`config.mk`:
```
export PLATFORM = sky130hd
export DESIGN_NAME = fifo_wr_skid
export DESIGN_NICKNAME = d
export VERILOG_FILES = /design/src/rtl/fifo_wr_skid.sv
export SDC_FILE = /design/constraint.sdc
export NUM_CORES = 1
export LEC_CHECK = 0
export ABC_AREA = 1
export BUFFER_PORTS_ARGS = -buffer_cell sky130_fd_sc_hd__buf_2
export CORE_UTILIZATION = 54
export CTS_CLUSTER_DIAMETER = 150
export DETAILED_ROUTE_END_ITERATION = 8
export HOLD_SLACK_MARGIN = 0.05
export PLACE_DENSITY = 0.8
export SLEW_MARGIN = 20
export SYNTH_ARGS = -nofsm -noshare
export SYNTH_HDL_FRONTEND = slang
export SYNTH_SLANG_ARGS = --single-unit
```
`constraint.sdc`:
```
create_clock -name clk -period 1.55 [get_ports clk]
set_input_delay 0.2325 -clock clk [delete_from_list [all_inputs] [get_ports clk]]
set_output_delay 0.2325 -clock clk [all_outputs]
set_load 0.05 [all_outputs]
```
`src/rtl/fifo_wr_skid.sv`:
```
// Two-entry skid buffer between an upstream valid/ready stream and a FIFO write port.
// in_ready is derived only from registered state so fifo_full never reaches it combinationally.
module fifo_wr_skid #(
  parameter int DW = 32
) (
  input  logic          clk,
  input  logic          nreset,
  input  logic [DW-1:0] in_data,
  input  logic          in_valid,
  output logic          in_ready,
  output logic [DW-1:0] fifo_din,
  output logic          fifo_wr_en,
  input  logic          fifo_full,
  output logic [1:0]    level
);

  logic [DW-1:0] main_data;
  logic          main_valid;
  logic [DW-1:0] skid_data;
  logic          skid_valid;
  logic          accept;
  logic          main_free;

  assign in_ready   = nreset && !skid_valid;
  assign accept     = in_valid && in_ready;
  assign fifo_wr_en = nreset && main_valid && !fifo_full;
  assign fifo_din   = main_data;
  assign main_free  = !main_valid || fifo_wr_en;
  assign level      = {1'b0, main_valid} + {1'b0, skid_valid};

  // A full skid slot forces accept low, so the skid-to-main move never races a new word.
  always_ff @(posedge clk) begin
    if (!nreset) begin
      main_data  <= '0;
      main_valid <= 1'b0;
      skid_data  <= '0;
      skid_valid <= 1'b0;
    end else if (main_free) begin
      if (skid_valid) begin
        main_data  <= skid_data;
        main_valid <= 1'b1;
        skid_valid <= 1'b0;
      end else if (accept) begin
        main_data  <= in_data;
        main_valid <= 1'b1;
      end else begin
        main_valid <= 1'b0;
      end
    end else if (accept) begin
      skid_data  <= in_data;
      skid_valid <= 1'b1;
    end
  end

endmodule

```
==> summary.md <==
| Metric | Value |
|---|---|
| Seq/Total Area, Yosys | `0.407` |
| Relative slew slack | `0.668` |
| Pwr dens | `around 1000 nW/µm²` |
| Routed WL per cell | `about 11 µm` |
| Hold Fails Final Rpt | `0` |
| Final worst slack | `0.0493 ns` |
| Post-Synth XOR/XNOR Area | `0` |
| Synthesized-area fraction occupied by and/or/nand/nor cells | `0.443` |
| Final HPWL DP | `~5000 µm` |
| Mapped Area | `around 3200 µm²` |
| Drt pass-1 iters | `5` |
| Final setup vio count | `0` |
| Clock tree root driver cell | `clkbuf_8` |
| Total global routing overflow | `0` |
| #FFs+latches synth | `66` |
| Routed Antenna Nets | `0` |
| Pwr Total | `roughly 3.9 mW` |
| Adder-cell share of the synthesized area | `0.00386` |
| Crit-path max FO | `2` |
| Clock Latency Late Sink | `between 0.3 and 0.4 ns` |
| Cell breakdown of the critical path | `buf_4 > ha_1 > buf_6` |
| Ant. Diodes | `0` |
| Max Cap Violations | `0` |
| Status | `completed` |
| Crit path required time | `around 1.3 ns` |
| FF-to-FF End | `skid_data[4]$_SDFFE_PN0P_` |
| Initial DRC count | `roughly 220` |
| Pint | `~2.7 mW` |
| Die height | `79.5 µm` |
| Slowest stage delay, CP | `around 0.32 ns` |
| DRC | `0` |
| Worst Hold Class | `in2reg` |
| Logic pwr share | `0.202` |
| Nets | `about 640` |
| Vias in the first global route | `roughly 3k` |
| CTS Buf Count | `9` |
| Largest net degree at the start of global routing | `52` |
| Max Transition Viols Final | `0` |
| Clock sink count | `66` |
| Setup Crit Path Kind | `reg2out` |
| Total setup buffers inserted after CTS | `0` |
| Post-synth top area cell | `dfxtp_1` |
| Gate count of the mapped netlist | `between 500 and 600` |
| CTS tree | `done` |
| Worst Path Buf+Inv | `2` |
| Routed vias/inst | `around 4.7` |
| Hold-critical path endpoint | `skid_data[26]$_SDFFE_PN0P_` |
| Multiplexer area fraction after synthesis | `0` |
| Clk_skew | `0.00509 ns` |
| R2R depth | `7` |
| Area of the die | `6320 µm²` |
| Dpl ws | `-0.189 ns` |
| CP Launch Type | `flop` |
| Core Area | `approximately 5600 µm²` |
| Synth top area share | `0.407` |
| Seq pwr share | `0.469` |
| Period utilization | `0.968` |
| I/O pin cnt | `just over 70` |
| Clock power frac | `0.329` |
| Crit. End Element | `primary output` |
| Maximum vdd drop | `0.613 mV` |
| First-pass GRT wire length | `approximately 13,000 µm` |
| CTS Hold Bufs | `0` |
| Synth warnings | `0` |
| Switching Fraction | `0.312` |
| Final min period | `1.50 ns` |
| Crit Reg-Reg Startpoint | `skid_valid$_SDFFE_PP0P_` |
| All-Layer GR Usage | `0.258` |
| Fraction of layout cells with a size suffix above 1 | `0.186` |
| Reg2Reg Setup Slack | `around 0.16 ns` |
| Synth-to-Final Area Change | `20.5%` |
| Psw | `1.22 mW` |
| Rows | `27` |
| Top cell family by delay on the critical path | `flip-flops` |
| Leak | `2.25 nW` |
| Syn Area/Cell | `a little over 6 µm²` |
| Largest family of logic cells by synthesized area | `simple AND/OR/NAND/NOR gates` |
| Compound-Gate Fraction of Synth Area | `0.0131` |
| Chip Width | `a little under 80 µm` |
| CTS H-tree depth | `3` |
| F_max | `666 MHz` |
| Syn Nets | `570` |
| Final WL | `7280 µm` |
| Slew @ Worst Pin | `0.497 ns` |
| Routed vias | `3,225` |
| Worst hold start | `in_data[26]` |
| Ranking of synthesized cells by area | `dfxtp_1 41%, nor2_1 22%, nand2_1 11%, nand3_1 10%, inv_1 8.0%` |
| Slowest stage cell, crit path | `dfxtp_1` |
| Worst path arrival time | `~1.3 ns` |
| CTS max path bufs | `2` |
| Unrepaired setup endpoints after global routing | `false` |
| Worst Hold Slack | `0.223 ns` |
| Initial core utilization | `0.575` |
| Resized Gates After CTS | `3` |
| Yosys cell types | `18` |
| Hold depth | `5` |
| Gpl congestion | `roughly 0.76` |
| Clock transition at the registers of the reported paths | `~0.070 ns` |
| Antenna violations before repair | `0` |
| Buffers on Ports | `71` |
-- per-stage QoR --
step,TNS (ns),util,cells,cell area (µm²)
4_1_cts,0,0.691,680,3900
3_5_place_dp,-6.49,0.659,665,3720
3_3_place_gp,-4.46,0.659,665,3720
2_1_floorplan,0,-,533,3250
6_report,0,0.693,680,3910
5_1_grt,0,0.693,680,3910
-- layout by cell type (no fill, tap or decap) --
cell        Yosys  layout
a21o_1          1       1
a21oi_1         2       2
a21oi_2         1       1
buf_12          0       2
buf_2          23      68
buf_4           4      20
buf_6           0       2
clkbuf_1        2       2
clkbuf_4        0       1
clkbuf_8        0      11
clkinv_2        0       1
clkinvlp_4      0       1
dfxtp_1        66      65
dfxtp_2         0       1
ha_1            1       1
inv_1          69      69
inv_2           1       1
nand2_1        97      97
nand3_1        65      65
nor2_1        192     192
nor2_4          1       2
nor3_1          2       1
nor3_2          0       1
o21ai_4         1       1
-- kinds of logic after synthesis --
kind of cell | Yosys count
buffers and inverters | 103
adder cells (fa/ha/maj) | 1
AO/OA/AOI/OAI | 5
flip-flops | 66
AND/OR/NAND/NOR | 358
-- cell type report --
type / instances / area (µm²)
fill: 537 / 1730
multi-input combinational: 364 / 1500
sequential: 66 / 1320
timing repair buffer: 93 / 561
inverter: 70 / 263
clock buffer: 13 / 159
tap: 72 / 90.1
clock inverter: 2 / 12.5
-- synth_stat cells --
| library cell | number |
|---|---|
| clkbuf_1 | 2 |
| a21oi_2 | 1 |
| o21ai_4 | 1 |
| nor2_4 | 1 |
| buf_2 | 23 |
| nand2_1 | 97 |
| a21oi_1 | 2 |
| buf_4 | 4 |
| inv_1 | 69 |
| buf_1 | 4 |
| ha_1 | 1 |
| inv_2 | 1 |
| a21o_1 | 1 |
| nor3_1 | 2 |
| nor2_1 | 192 |
| dfxtp_1 | 66 |
| nand3_1 | 65 |
| nor2_2 | 1 |
-- layer usage --
metal,wire [µm],track usage
met5,0,0
met4,159,0.127
met3,442,0.0503
met2,3510,0.437
met1,3170,0.309
-- state kept, by name, summed over array words and instances (netlist names) --
signal / flops
skid_data: 32
fifo_din: 32
main_valid: 1
skid_valid: 1
-- tightest hold or removal path, delay by kind of cell --
family	cells	cell delay, ns
and+or+nand+nor	3	0.19
buffers and inverters	2	0.11
-- power groups by stage --
stage,combinational (mW),sequential [mW],clock (mW)
after floorplan,0.352,2.09,0
after global placement,0.768,1.86,0
after detailed placement,0.781,1.86,0
after CTS,0.787,1.83,1.31
after global routing,0.869,1.84,1.39
final,0.787,1.83,1.28
-- worst max-delay path by stage --
stage | start | end | slack, ns | cells after the start
after floorplan | main_valid$_SDFFE_PN0P_ | fifo_wr_en | 0.20 | 2
after global placement | nreset | skid_data[8]$_SDFFE_PN0P_ | -0.13 | 8
after detailed placement | nreset | skid_data[8]$_SDFFE_PN0P_ | -0.19 | 8
after CTS | main_valid$_SDFFE_PN0P_ | level[0] | 0.02 | 3
after global routing | main_valid$_SDFFE_PN0P_ | fifo_wr_en | 0.0008 | 4
final | main_valid$_SDFFE_PN0P_ | level[0] | 0.05 | 3
Power figures use the tool's default switching activity.
